===== src/rtl/arbitro_memoria_corte_pkg.sv =====
// Shared constants and FSM encoding for the coordinate-memory arbiter.
// Points are packed {x, y}, one BITS_EJE-bit field per axis.
package arbitro_memoria_corte_pkg;

  localparam int BITS_EJE         = 6;
  localparam int BITS_COORDENADA  = 2 * BITS_EJE;
  localparam int DIRECCIONAMIENTO = 9;
  localparam int CAPACIDAD        = 2 ** DIRECCIONAMIENTO;
  localparam int BITS_PUNTERO     = DIRECCIONAMIENTO + 1;

  localparam logic [BITS_PUNTERO-1:0] PUNTERO_LLENO = BITS_PUNTERO'(CAPACIDAD);

  typedef enum logic [2:0] {
    REPOSO,
    ESCRIBIR,
    LLENO_ERR,
    LEER,
    ESPERA_LECT,
    FIN_LECT,
    BORRAR
  } estado_t;

endpackage


===== src/rtl/arbitro_memoria_corte_if.sv =====
// Requester and memory-port signals of the arbiter.
// The slave modport is the arbiter's view; master is the controller/memory side.
interface arbitro_memoria_corte_if;
  import arbitro_memoria_corte_pkg::*;

  logic                         escribir_req;
  logic [BITS_COORDENADA-1:0]   escribir_dato;
  logic                         escribir_ack;
  logic                         escribir_error;
  logic                         leer_req;
  logic                         leer_ack;
  logic                         leer_fin;
  logic [BITS_COORDENADA-1:0]   leer_dato;
  logic                         leer_valido;
  logic                         rebobinar;
  logic                         borrar_req;
  logic                         borrar_ack;
  logic [DIRECCIONAMIENTO-1:0]  mem_direccion;
  logic [BITS_COORDENADA-1:0]   mem_dato_escribir;
  logic                         mem_leer_escribir;
  logic                         mem_reset;
  logic [BITS_COORDENADA-1:0]   mem_dato_leer;
  logic [BITS_PUNTERO-1:0]      num_puntos;
  logic                         vacio;
  logic                         lleno;

  modport slave (
    input  escribir_req, escribir_dato, leer_req, rebobinar, borrar_req, mem_dato_leer,
    output escribir_ack, escribir_error, leer_ack, leer_fin, leer_dato, leer_valido,
           borrar_ack, mem_direccion, mem_dato_escribir, mem_leer_escribir, mem_reset,
           num_puntos, vacio, lleno
  );

  modport master (
    output escribir_req, escribir_dato, leer_req, rebobinar, borrar_req, mem_dato_leer,
    input  escribir_ack, escribir_error, leer_ack, leer_fin, leer_dato, leer_valido,
           borrar_ack, mem_direccion, mem_dato_escribir, mem_leer_escribir, mem_reset,
           num_puntos, vacio, lleno
  );

endinterface


===== src/rtl/arbitro_memoria_corte_rr2.sv =====
// Two-requester round-robin: on a tie the type served last loses.
// Requester A (write) wins the first tie after reset.
module arbitro_memoria_corte_rr2 (
  input  logic clock_i,
  input  logic reset_ni,
  input  logic en_i,
  input  logic req_a_i,
  input  logic req_b_i,
  output logic gnt_a_o,
  output logic gnt_b_o
);

  logic ultimo_b_q;
  logic ultimo_b_d;

  always_comb begin
    gnt_a_o    = en_i && req_a_i && (!req_b_i || ultimo_b_q);
    gnt_b_o    = en_i && req_b_i && (!req_a_i || !ultimo_b_q);
    ultimo_b_d = ultimo_b_q;
    if (gnt_a_o) begin
      ultimo_b_d = 1'b0;
    end else if (gnt_b_o) begin
      ultimo_b_d = 1'b1;
    end
  end

  always_ff @(posedge clock_i or negedge reset_ni) begin
    if (!reset_ni) begin
      ultimo_b_q <= 1'b1;
    end else begin
      ultimo_b_q <= ultimo_b_d;
    end
  end

endmodule


===== src/rtl/arbitro_memoria_corte.sv =====
// Shares the 512x12 coordinate memory between the point recorder, cut playback and clear.
// Owns both pointers and is the only driver of the memory port; all outputs are registered.
module arbitro_memoria_corte
  import arbitro_memoria_corte_pkg::*;
(
  input  logic                   clock_i,
  input  logic                   reset_ni,
  arbitro_memoria_corte_if.slave bus_io
);

  estado_t                      estado_q;
  logic [BITS_PUNTERO-1:0]      wr_ptr_q;
  logic [BITS_PUNTERO-1:0]      rd_ptr_q;
  logic [BITS_PUNTERO-1:0]      rd_efectivo;
  logic                         escribir_ack_q;
  logic                         escribir_error_q;
  logic                         leer_ack_q;
  logic                         leer_fin_q;
  logic                         leer_valido_q;
  logic                         borrar_ack_q;
  logic [BITS_COORDENADA-1:0]   leer_dato_q;
  logic [DIRECCIONAMIENTO-1:0]  mem_dir_q;
  logic [BITS_COORDENADA-1:0]   mem_dato_q;
  logic                         mem_rw_q;
  logic                         mem_reset_q;
  logic                         lleno;
  logic                         gnt_escribir;
  logic                         gnt_leer;

  assign lleno = (wr_ptr_q == PUNTERO_LLENO);

  // A rewind that coincides with a read grant is applied before the grant looks at rd_ptr.
  assign rd_efectivo = bus_io.rebobinar ? '0 : rd_ptr_q;

  arbitro_memoria_corte_rr2 u_rr2 (
    .clock_i  (clock_i),
    .reset_ni (reset_ni),
    .en_i     ((estado_q == REPOSO) && !bus_io.borrar_req),
    .req_a_i  (bus_io.escribir_req),
    .req_b_i  (bus_io.leer_req),
    .gnt_a_o  (gnt_escribir),
    .gnt_b_o  (gnt_leer)
  );

  always_ff @(posedge clock_i or negedge reset_ni) begin
    if (!reset_ni) begin
      estado_q         <= REPOSO;
      wr_ptr_q         <= '0;
      rd_ptr_q         <= '0;
      leer_dato_q      <= '0;
      escribir_ack_q   <= 1'b0;
      escribir_error_q <= 1'b0;
      leer_ack_q       <= 1'b0;
      leer_fin_q       <= 1'b0;
      leer_valido_q    <= 1'b0;
      borrar_ack_q     <= 1'b0;
      mem_dir_q        <= '0;
      mem_dato_q       <= '0;
      mem_rw_q         <= 1'b0;
      mem_reset_q      <= 1'b0;
    end else begin
      escribir_ack_q   <= 1'b0;
      escribir_error_q <= 1'b0;
      leer_ack_q       <= 1'b0;
      leer_fin_q       <= 1'b0;
      leer_valido_q    <= 1'b0;
      borrar_ack_q     <= 1'b0;
      mem_dir_q        <= '0;
      mem_dato_q       <= '0;
      mem_rw_q         <= 1'b0;
      mem_reset_q      <= 1'b0;
      unique case (estado_q)
        REPOSO: begin
          if (bus_io.rebobinar) begin
            rd_ptr_q <= '0;
          end
          if (bus_io.borrar_req) begin
            estado_q     <= BORRAR;
            borrar_ack_q <= 1'b1;
            mem_reset_q  <= 1'b1;
          end else if (gnt_escribir) begin
            if (lleno) begin
              estado_q         <= LLENO_ERR;
              escribir_error_q <= 1'b1;
            end else begin
              estado_q       <= ESCRIBIR;
              escribir_ack_q <= 1'b1;
              mem_rw_q       <= 1'b1;
              mem_dir_q      <= wr_ptr_q[DIRECCIONAMIENTO-1:0];
              mem_dato_q     <= bus_io.escribir_dato;
            end
          end else if (gnt_leer) begin
            leer_ack_q <= 1'b1;
            if (rd_efectivo == wr_ptr_q) begin
              estado_q   <= FIN_LECT;
              leer_fin_q <= 1'b1;
            end else begin
              estado_q  <= LEER;
              mem_dir_q <= rd_efectivo[DIRECCIONAMIENTO-1:0];
            end
          end
        end
        ESCRIBIR: begin
          wr_ptr_q <= wr_ptr_q + BITS_PUNTERO'(1);
          estado_q <= REPOSO;
        end
        LEER: begin
          estado_q <= ESPERA_LECT;
        end
        // The memory answers one cycle after the address, so the word is captured here.
        ESPERA_LECT: begin
          leer_dato_q   <= bus_io.mem_dato_leer;
          leer_valido_q <= 1'b1;
          rd_ptr_q      <= rd_ptr_q + BITS_PUNTERO'(1);
          estado_q      <= REPOSO;
        end
        BORRAR: begin
          wr_ptr_q <= '0;
          rd_ptr_q <= '0;
          estado_q <= REPOSO;
        end
        LLENO_ERR, FIN_LECT: begin
          estado_q <= REPOSO;
        end
        default: begin
          estado_q <= REPOSO;
        end
      endcase
    end
  end

  assign bus_io.escribir_ack      = escribir_ack_q;
  assign bus_io.escribir_error    = escribir_error_q;
  assign bus_io.leer_ack          = leer_ack_q;
  assign bus_io.leer_fin          = leer_fin_q;
  assign bus_io.leer_dato         = leer_dato_q;
  assign bus_io.leer_valido       = leer_valido_q;
  assign bus_io.borrar_ack        = borrar_ack_q;
  assign bus_io.mem_direccion     = mem_dir_q;
  assign bus_io.mem_dato_escribir = mem_dato_q;
  assign bus_io.mem_leer_escribir = mem_rw_q;
  assign bus_io.mem_reset         = mem_reset_q;
  assign bus_io.num_puntos        = wr_ptr_q;
  assign bus_io.vacio             = (wr_ptr_q == '0);
  assign bus_io.lleno             = lleno;

endmodule


===== src/flat_wrapper.sv =====
// flat-port wrapper written by rule: the top's interface ports become plain ports
module arbitro_memoria_corte_flat import arbitro_memoria_corte_pkg::*;
  (clock_i, reset_ni, bus_io_escribir_req, bus_io_escribir_dato, bus_io_leer_req, bus_io_rebobinar, bus_io_borrar_req, bus_io_mem_dato_leer, bus_io_escribir_ack, bus_io_escribir_error, bus_io_leer_ack, bus_io_leer_fin, bus_io_leer_dato, bus_io_leer_valido, bus_io_borrar_ack, bus_io_mem_direccion, bus_io_mem_dato_escribir, bus_io_mem_leer_escribir, bus_io_mem_reset, bus_io_num_puntos, bus_io_vacio, bus_io_lleno);
  arbitro_memoria_corte_if bus_io_i ();
  input  logic clock_i;
  input  logic reset_ni;
  input wire logic [$bits(bus_io_i.escribir_req)-1:0] bus_io_escribir_req;
  input wire logic [$bits(bus_io_i.escribir_dato)-1:0] bus_io_escribir_dato;
  input wire logic [$bits(bus_io_i.leer_req)-1:0] bus_io_leer_req;
  input wire logic [$bits(bus_io_i.rebobinar)-1:0] bus_io_rebobinar;
  input wire logic [$bits(bus_io_i.borrar_req)-1:0] bus_io_borrar_req;
  input wire logic [$bits(bus_io_i.mem_dato_leer)-1:0] bus_io_mem_dato_leer;
  output wire logic [$bits(bus_io_i.escribir_ack)-1:0] bus_io_escribir_ack;
  output wire logic [$bits(bus_io_i.escribir_error)-1:0] bus_io_escribir_error;
  output wire logic [$bits(bus_io_i.leer_ack)-1:0] bus_io_leer_ack;
  output wire logic [$bits(bus_io_i.leer_fin)-1:0] bus_io_leer_fin;
  output wire logic [$bits(bus_io_i.leer_dato)-1:0] bus_io_leer_dato;
  output wire logic [$bits(bus_io_i.leer_valido)-1:0] bus_io_leer_valido;
  output wire logic [$bits(bus_io_i.borrar_ack)-1:0] bus_io_borrar_ack;
  output wire logic [$bits(bus_io_i.mem_direccion)-1:0] bus_io_mem_direccion;
  output wire logic [$bits(bus_io_i.mem_dato_escribir)-1:0] bus_io_mem_dato_escribir;
  output wire logic [$bits(bus_io_i.mem_leer_escribir)-1:0] bus_io_mem_leer_escribir;
  output wire logic [$bits(bus_io_i.mem_reset)-1:0] bus_io_mem_reset;
  output wire logic [$bits(bus_io_i.num_puntos)-1:0] bus_io_num_puntos;
  output wire logic [$bits(bus_io_i.vacio)-1:0] bus_io_vacio;
  output wire logic [$bits(bus_io_i.lleno)-1:0] bus_io_lleno;
  assign bus_io_i.escribir_req = bus_io_escribir_req;
  assign bus_io_i.escribir_dato = bus_io_escribir_dato;
  assign bus_io_i.leer_req = bus_io_leer_req;
  assign bus_io_i.rebobinar = bus_io_rebobinar;
  assign bus_io_i.borrar_req = bus_io_borrar_req;
  assign bus_io_i.mem_dato_leer = bus_io_mem_dato_leer;
  assign bus_io_escribir_ack = bus_io_i.escribir_ack;
  assign bus_io_escribir_error = bus_io_i.escribir_error;
  assign bus_io_leer_ack = bus_io_i.leer_ack;
  assign bus_io_leer_fin = bus_io_i.leer_fin;
  assign bus_io_leer_dato = bus_io_i.leer_dato;
  assign bus_io_leer_valido = bus_io_i.leer_valido;
  assign bus_io_borrar_ack = bus_io_i.borrar_ack;
  assign bus_io_mem_direccion = bus_io_i.mem_direccion;
  assign bus_io_mem_dato_escribir = bus_io_i.mem_dato_escribir;
  assign bus_io_mem_leer_escribir = bus_io_i.mem_leer_escribir;
  assign bus_io_mem_reset = bus_io_i.mem_reset;
  assign bus_io_num_puntos = bus_io_i.num_puntos;
  assign bus_io_vacio = bus_io_i.vacio;
  assign bus_io_lleno = bus_io_i.lleno;
  arbitro_memoria_corte u_core (.clock_i(clock_i), .reset_ni(reset_ni), .bus_io(bus_io_i));
endmodule

===== config.mk =====
export PLATFORM = sky130hd
export DESIGN_NAME = arbitro_memoria_corte_flat
export DESIGN_NICKNAME = d
export VERILOG_FILES = /design/src/rtl/arbitro_memoria_corte_pkg.sv /design/src/rtl/arbitro_memoria_corte_if.sv /design/src/rtl/arbitro_memoria_corte_rr2.sv /design/src/rtl/arbitro_memoria_corte.sv /design/src/flat_wrapper.sv
export SDC_FILE = /design/constraint.sdc
export NUM_CORES = 1
export LEC_CHECK = 0
export ABC_AREA = 1
export CORE_ASPECT_RATIO = 1.25
export CORE_MARGIN = 2
export CORE_UTILIZATION = 50
export CTS_CLUSTER_SIZE = 24
export DETAILED_ROUTE_END_ITERATION = 12
export PLACE_DENSITY = 0.83
export SLEW_MARGIN = 10
export SYNTH_ARGS = -nofsm -noshare
export SYNTH_HDL_FRONTEND = slang
export SYNTH_SLANG_ARGS = --single-unit
export TNS_END_PERCENT = 1

===== constraint.sdc =====
create_clock -name clock_i -period 3.55 [get_ports clock_i]
set_clock_uncertainty 0.15 [all_clocks]
set_input_delay 0.71 -clock clock_i [delete_from_list [all_inputs] [get_ports clock_i]]
set_output_delay 0.71 -clock clock_i [all_outputs]
set_load 0.02 [all_outputs]

==> run summary, run 1 <==
crit path launch type = register
CTS Buf Count = 9
Die H = 90.9 µm
GRT Util Overall = 22.6%
EDFF count, synth = 0
PwrDens = 676 nW/µm²
post-layout util = 69.5%
crit path cell chain = inv_1, ha_1, inv_1, nor4_1, nand3_1, inv_1, clkdlybuf4s50_1
die area = 6680 µm²
Port Buf Inserts = 82
GR Util met3 = 5.13%
H-tree Lvls = 3
Hold Fails Final Rpt = 0
reg2reg path depth = 8
Max Slew Vio Count = 0
RSZ-0062 raised after global routing = no
Post-CTS Setup Repair Bufs = 0
Slew headroom = 47.6%
final worst path period share = 88.8%
Power Internal = 1.65 mW
Sw Share = 39.9%
CTS tree = built
Seq/Total Area, Yosys = 52.2%
yosys warns = 0
largest net degree at the start of global routing = 41
Finish-stage setup viols = 0
met2 Use GR = 37.9%
Initial Util = 51.9%
area grow syn2layout = 33.9%
Routed WL = 7.19 mm
initial antenna violation count = 0
CP required = 2.69 ns
Worst Path Arrival = 2.29 ns
Critical Path Fanout Max = 7
Inst Count DP = 509
Max Cap Viol = 0
clk buf depth = 2
max incr delay on CP = 0.60 ns
total gr overflow = 0
Core Footprint = 5820 µm²
syn_nets = 403
CP Class = register to output port
LEAKAGE = 1.95 nW
share of the synthesized area in the top cell type = 51.3%
Top Usage Layer GRT = met2
drt via density = 5.22
min-delay worst type = input pin to asynchronous set/reset pin
post-route ant nets = 0
chip width = 73.5 µm
reg2reg end = u_core.estado_q[1]
FF-to-FF setup slack = 1.45 ns
drt initial violations = 206
worst slew pin tran = 0.784 ns
share of post-route cells with drive strength above 1 = 9.59%
cells after synthesis = 370
ant diodes = 0
fillers = 452
vias in the first global route = 2494
post-DP HPWL = 5.36 mm
Slowest-stage cell, CP = clkdlybuf4s50_1
grt met1 use = 26.7%
P_sw = 1.09 mW
Mean Syn Cell Area = 8.17 µm²
Root Driver = clkbuf_8
Synth Cell Area = 3020 µm²
top_reg_cell synth = dfrtp_1
Max Fclk = 0.317 GHz
CTS Hold Bufs = 0
num ports = 83
worst skew pair latency = 0.34 ns
total power = 2.74 mW
top cells by count, synth = nand2_1 (87), dfrtp_1 (62), inv_1 (44)
synth unique cells = 33
maximum VDD drop = 0.000394 V
share of total power in the clock network = 20.1%
Final #Nets = 487
site row count = 31
post-DR wirelength/cell = 13.7 µm
Remaining DRCs = 0
RePlAce Congestion = 0.856
clock slew at reported path FFs = 0.07 ns
post_cts resized = 0
synth top area cells = dfrtp_1 (51%), nand2_1 (11%), inv_1 (5.5%)
Synth async-reset ratio = 100%
via count = 2740
min Tclk post-route = 3.15 ns
synthesized flop and latch total = 63
CTS sink cnt = 63
sequential cell fraction of total power = 37.7%
first-pass GRT wire length = 11.5 mm
Crit. End Element = output port
most common cell type on the critical path = inv_1
most frequent cell after synthesis = nand2_1
largest area contributor in the netlist = dfrtp_1
FF-to-FF Start = u_core.bus_io.num_puntos[0]
status = complete, no violations
share of total power in combinational logic = 42.2%
Total Neg Setup Slack = 0 ns
drt pass-1 iters = 4
Non-Filler Instances = 525
power by group through the flow:
stage | Combinational, mW | Clock (mW) | Sequential, mW
floorplan | 0.611 | 0 | 1.15
global placement | 1.12 | 0 | 1.04
finish | 1.15 | 0.550 | 1.03
global route | 1.28 | 0.591 | 1.05
detailed placement | 1.16 | 0 | 1.04
CTS | 1.16 | 0.563 | 1.03
state kept, by name, summed over array words and instances, names as in the netlist:
name                             flops
u_core.bus_io.mem_leer_escribir      1
u_core.rd_ptr_q                     10
u_core.bus_io.leer_ack               1
u_core.bus_io.leer_valido            1
u_core.bus_io.num_puntos            10
u_core.bus_io.mem_reset              1
u_core.bus_io.mem_dato_escribir     12
u_core.u_rr2.ultimo_b_q              1
u_core.estado_q                      3
u_core.bus_io.mem_direccion          9
u_core.bus_io.leer_fin               1
u_core.bus_io.escribir_error         1
u_core.bus_io.leer_dato             12
cell type report:
class | instances | area (µm²) | share of cell area (%)
clock buffer | 13 | 159 | 3.93
clock inverter | 3 | 17.5 | 0.433
inverter | 54 | 203 | 5.01
multi-input combinational | 242 | 1180 | 29.1
sequential | 63 | 1580 | 39.0
tap | 66 | 82.6 | 2.04
timing repair buffer | 84 | 831 | 20.5
how the worst max path moves through the flow:
stage                                 from      endpoint  slack [ns]  cells after the start
2_1_floorplan  u_core.bus_io.num_puntos[0]  bus_io_vacio        1.31                      6
5_1_grt        u_core.bus_io.num_puntos[0]  bus_io_lleno        0.23                      7
3_3_place_gp   u_core.bus_io.num_puntos[0]  bus_io_lleno        0.88                      7
4_1_cts        u_core.bus_io.num_puntos[0]  bus_io_lleno        0.39                      7
6_report       u_core.bus_io.num_puntos[0]  bus_io_lleno        0.40                      7
3_5_place_dp   u_core.bus_io.num_puntos[0]  bus_io_lleno        0.78                      7
through the flow:
step                instance area, µm²  hold WS, ns  setup WS [ns]
floorplan                         3020        0.264           1.31
global placement                  3870        0.303          0.884
detailed placement                3870        0.309          0.780
CTS                               4050        0.199          0.390
global route                      4050        0.222          0.232
finish                            4050        0.188          0.398
cell families (layout without fill, tap and decap cells):
logic type	count (synthesis)	count (layout)	synth area share, %
buffers and inverters	65	154	8.86
DFF	63	63	52.2
xor gates and xnor gates	3	3	0.870
AOI/OAI and AO/OA	52	52	9.65
and+or+nand+nor	184	184	27.2
adders and majority gates	3	3	1.24
critical path: cells and delay by family (launching register included):
| family | cells | cell delay [ns] |
|---|---|---|
| adders and majority gates | 1 | 0.16 |
| buffers and inverters | 4 | 0.87 |
| DFF | 1 | 0.44 |
| and+or+nand+nor | 2 | 0.49 |
per-layer routing:
metal,up-vias,routed length [µm]
met5,-,0
met4,0,180
met3,20,545
met2,116,3680
met1,1250,2780
li1,1354,-
cells in the final DEF (no fill, tap or decap), drive strengths merged, types with 3 or more instances in the layout:
cell type      netlist  final
nand3               29     29
nand4                5      5
dfrtp               62     62
ha                   3      3
inv                 54     54
nor2                47     47
o22ai                3      3
clkbuf               1     13
a22oi                4      4
buf                 10      3
nor3                 7      7
o21ai               20     20
a21oi               19     19
clkdlybuf4s50        0     81
nor4                 3      3
nand2               92     92
Note: power is estimated with default switching activity, not from simulation.
==> run 2, diff against run 1 <==
PLACE_DENSITY = 0.81   (was 0.83)
==> run 2 against run 1 <==
Net effect: worst setup slack improved by 0.036 ns; core utilization is 0.92 points higher; via count is 1.5% higher; critical path type unchanged; critical endpoint is now bus_io_vacio; largest cell class unchanged.
==> run summary, run 2 (synthesized netlist as in run 1, its figures left out) <==
clk buf depth = 2
Inst Count DP = 509
min-delay worst type = input pin to asynchronous set/reset pin
share of total power in the clock network = 24.7%
worst slew pin tran = 0.822 ns
Routed WL = 7.64 mm
post-DP HPWL = 5.35 mm
Die H = 90.9 µm
fillers = 467
Post-CTS Setup Repair Bufs = 0
post-route ant nets = 0
share of post-route cells with drive strength above 1 = 9.83%
first-pass GRT wire length = 12.5 mm
Critical Path Fanout Max = 7
ant diodes = 0
share of total power in combinational logic = 39.7%
drt via density = 5.31
area grow syn2layout = 35.7%
most common cell after layout, fill and taps aside = nand2_1
clock slew at reported path FFs = 0.07 ns
num ports = 83
initial antenna violation count = 0
Remaining DRCs = 0
CP required = 2.69 ns
drt pass-1 iters = 6
Max Fclk = 0.321 GHz
commonest non-fill, non-tap cells in the layout = nand2_1 (87), clkdlybuf4s50_1 (81), dfrtp_1 (62), inv_1 (44), nor2_1 (39)
drt initial violations = 214
Core Footprint = 5820 µm²
worst skew pair latency = 0.35 ns
Finish-stage setup viols = 0
CTS Hold Bufs = 0
Worst Hold Slack = 0.196 ns
status = complete, no violations
Initial Util = 51.9%
H-tree Lvls = 3
die area = 6680 µm²
chip width = 73.5 µm
Total Neg Setup Slack = 0 ns
FF/Latch Area = 1580 µm²
via count = 2780
total gr overflow = 0
GRT Util Overall = 24.0%
Max Cap Viol = 0
Hold Fails Final Rpt = 0
min Tclk post-route = 3.12 ns
Final #Nets = 487
Root Driver = clkbuf_8
Max Slew Vio Count = 0
RePlAce Congestion = 0.859
vias in the first global route = 2691
Port Buf Inserts = 82
Worst Path Arrival = 2.26 ns
CTS sink cnt = 63
Power Internal = 1.80 mW
RSZ-0062 raised after global routing = no
total power = 2.93 mW
site row count = 31
post_cts resized = 0
Non-Filler Instances = 524
multi-input logic area = 1180 µm²
Crit. End Element = output port
Sw Share = 38.5%
PwrDens = 715 nW/µm²
final worst path period share = 87.8%
P_sw = 1.13 mW
CTS tree = built
largest net degree at the start of global routing = 40
CTS Buf Count = 9
post-DR wirelength/cell = 14.6 µm
CP Class = register to output port
sequential cell fraction of total power = 35.5%
post-layout util = 70.5%
crit path launch type = register
maximum VDD drop = 0.000470 V
LEAKAGE = 1.98 nW
Slew headroom = 45.0%
## run 2: changes by cell type in the layout (fill, tap and decap cells not counted)
cell / previous run / this run
bufinv_16: 0 / 2
clkbuf_1: 2 / 0
clkbuf_8: 11 / 12
clkinv_2: 2 / 1
clkinvlp_4: 1 / 0
## run 2: per-layer routing
layer  track usage (%)  share of wire, %  vias to the layer above
met1              28.3                41                     1289
met4              9.24               1.7                        0
met3              8.48               8.3                       18
met2              39.2                49                      130
met5                 0                 0                        -
li1                  -                 -                     1343
## run 2: critical path, stage by stage, from the launching register on
cell and delay (ns):
dfrtp_1 0.45, inv_1 0.13, ha_1 0.16, inv_1 0.07
nor4_1 0.27, nand2_1 0.10, nor2_1 0.11, clkdlybuf4s50_1 0.62
## run 2: per-stage QoR
stage          setup slack (ns)  instance area [µm²]
3_3_place_gp              0.877                 3870
5_1_grt                   0.316                 4100
6_report                  0.434                 4100
3_5_place_dp              0.804                 3870
4_1_cts                   0.434                 4100
2_1_floorplan              1.31                 3020
## run 2: power groups by stage
| stage | logic [mW] | registers, mW | clock network, mW |
|---|---|---|---|
| floorplan | 0.611 | 1.15 | 0 |
| global placement | 1.13 | 1.04 | 0 |
| detailed placement | 1.16 | 1.05 | 0 |
| CTS | 1.16 | 1.04 | 0.733 |
| global route | 1.28 | 1.06 | 0.770 |
| finish | 1.16 | 1.04 | 0.724 |
## run 2: final timing paths
| path | startpoint | endpoint | slack (ns) | cells past startpoint |
|---|---|---|---|---|
| worst max register to register | u_core.bus_io.num_puntos[0] | u_core.bus_io.mem_direccion[6] | 1.18 | 7 |
| max in group asynchronous | reset_ni | u_core.bus_io.leer_dato[3] | 2.17 | 2 |
| min in group clock_i | u_core.bus_io.leer_dato[8] | u_core.bus_io.leer_dato[8] | 0.32 | 2 |
| worst min-delay path | reset_ni | u_core.bus_io.mem_dato_escribir[1] | 0.20 | 1 |
| worst max-delay path | u_core.bus_io.num_puntos[0] | bus_io_vacio | 0.43 | 7 |
| worst min register to register | u_core.bus_io.leer_dato[8] | u_core.bus_io.leer_dato[8] | 0.32 | 2 |
## run 2: final cells by class
type / instances / area share (%)
sequential: 63 / 38.5
multi-input combinational: 242 / 28.7
timing repair buffer: 84 / 20.3
inverter: 54 / 4.94
clock buffer: 12 / 4.03
tap: 66 / 2.01
clock inverter: 3 / 1.59
==> run 3, diff against run 2 <==
CORE_UTILIZATION = 52   (was 50)
PLACE_DENSITY = 0.83   (was 0.81)
==> run 3 against run 2 <==
Net effect: cell count rose by 0.19%; worst setup slack improved by 0.050 ns; wire length down 0.83%; first-iteration DRC count shrank 7.9%; combinational power about the same; core utilization increased by 1.1 points; via count decreased by 0.76%; register-to-register slack improved by 0.18 ns.
==> run summary, run 3 (synthesized netlist as in run 1, its figures left out) <==
status = complete, no violations
clk buf depth = 2
final worst path period share = 86.4%
total gr overflow = 0
Core Footprint = 5700 µm²
FF-to-FF setup slack = 1.36 ns
Routed WL = 7.57 mm
Port Buf Inserts = 82
drt initial violations = 197
maximum VDD drop = 0.000502 V
CTS tree = built
multi-input logic area = 1180 µm²
Crit path max-delay family = buffers and inverters
Crit. End Element = output port
sequential cell fraction of total power = 36.2%
num ports = 83
post-route ant nets = 0
min-delay worst type = register to register
commonest non-fill, non-tap cells in the layout = nand2_1 (87), clkdlybuf4s50_1 (81), dfrtp_1 (62), inv_1 (44), nor2_1 (39)
H-tree Lvls = 3
via count = 2759
min Tclk post-route = 3.07 ns
largest net degree at the start of global routing = 64
Hold EP = u_core.bus_io.leer_dato[6]
ant diodes = 0
Hold Fails Final Rpt = 0
most common cell after layout, fill and taps aside = nand2_1
Non-Filler Instances = 525
Finish-stage setup viols = 0
CTS sink cnt = 63
max incr delay on CP = 0.60 ns
PwrDens = 705 nW/µm²
Worst Hold Slack = 0.322 ns
GRT Util Overall = 25.7%
reg2reg path depth = 8
DP Area = 3870 µm²
Hold Path Origin = u_core.bus_io.leer_dato[6]
post-DR wirelength/cell = 14.4 µm
Max Fclk = 0.326 GHz
share of post-route cells with drive strength above 1 = 9.80%
RePlAce Congestion = 0.932
Power Internal = 1.75 mW
CTS Hold Bufs = 0
post-layout util = 71.6%
vias in the first global route = 2703
FF-to-FF Start = u_core.bus_io.num_puntos[0]
Die H = 89.2 µm
LEAKAGE = 1.96 nW
Worst Path Arrival = 2.21 ns
post_cts resized = 0
CP required = 2.69 ns
Max Slew Vio Count = 0
design area = 4080 µm²
clock slew at reported path FFs = 0.07 ns
Final #Nets = 487
share of total power in combinational logic = 40.4%
Critical Path Fanout Max = 7
Sw Share = 39.3%
Slowest-stage cell, CP = clkdlybuf4s50_1
FF/Latch Area = 1580 µm²
crit path cell chain = inv_1, ha_1, inv_1, nor4_1, nand3_1, inv_1, clkdlybuf4s50_1
area grow syn2layout = 35.1%
hold path depth = 2
share of total power in the clock network = 23.4%
worst skew pair latency = 0.34 ns
most common cell type on the critical path = inv_1
Slew headroom = 43.8%
site row count = 31
Bufs and invs on worst path = 4
total power = 2.88 mW
fillers = 458
Inst Count DP = 509
RSZ-0062 raised after global routing = no
first-pass GRT wire length = 12.6 mm
post-route setup slack = 0.484 ns
CP Class = register to output port
P_sw = 1.13 mW
initial antenna violation count = 0
reg2reg end = u_core.estado_q[1]
chip width = 72.2 µm
Remaining DRCs = 0
Max Cap Viol = 0
Initial Util = 53.0%
Root Driver = clkbuf_8
post-DP HPWL = 5.50 mm
Post-CTS Setup Repair Bufs = 0
drt pass-1 iters = 5
worst slew pin tran = 0.841 ns
Total Neg Setup Slack = 0 ns
CTS Buf Count = 9
pre-CTS WS = 0.829 ns
Critical Path Stages = 7
crit path launch type = register
drt via density = 5.26
die area = 6440 µm²
==> run 3: cell count changes in the layout (fill, tap and decap cells not counted), sizes merged <==
cell,before,now
clkbuf,12,10
clkinv,1,2
clkinvlp,0,2
==> run 3: worst max-delay path by stage <==
| stage | start | to | slack (ns) |
|---|---|---|---|
| global placement | u_core.bus_io.num_puntos[0] | bus_io_lleno | 0.88 |
| detailed placement | u_core.bus_io.num_puntos[0] | bus_io_lleno | 0.83 |
| finish | u_core.bus_io.num_puntos[0] | bus_io_lleno | 0.48 |
| global route | u_core.bus_io.num_puntos[1] | bus_io_lleno | 0.24 |
| CTS | u_core.bus_io.num_puntos[0] | bus_io_lleno | 0.44 |
| floorplan | u_core.bus_io.num_puntos[0] | bus_io_vacio | 1.31 |
==> run 3: layout make-up <==
type | instances | share of cell area (%)
multi-input combinational | 242 | 28.8
clock buffer | 10 | 3.13
clock inverter | 6 | 2.08
sequential | 63 | 38.6
tap | 66 | 2.02
timing repair buffer | 84 | 20.3
inverter | 54 | 4.96
==> run 3: power by group through the flow <==
stage | clock network [mW] | logic [mW] | registers [mW]
6_report | 0.673 | 1.16 | 1.04
5_1_grt | 0.716 | 1.30 | 1.07
4_1_cts | 0.682 | 1.17 | 1.04
3_5_place_dp | 0 | 1.16 | 1.05
3_3_place_gp | 0 | 1.12 | 1.04
2_1_floorplan | 0 | 0.611 | 1.15
==> run 3: tightest hold or removal path, delay by kind of cell (launching register included) <==
family	cells	cell delay, ns
flip-flops	1	0.34
AND/OR/NAND/NOR	2	0.10
==> run 3: metal layers <==
metal	share of wire (%)	up-vias	global-route usage, %
met5	0	-	0
met4	2.0	0	10.5
met3	8.3	17	7.10
met2	52	129	45.2
met1	38	1269	29.7
li1	-	1344	-
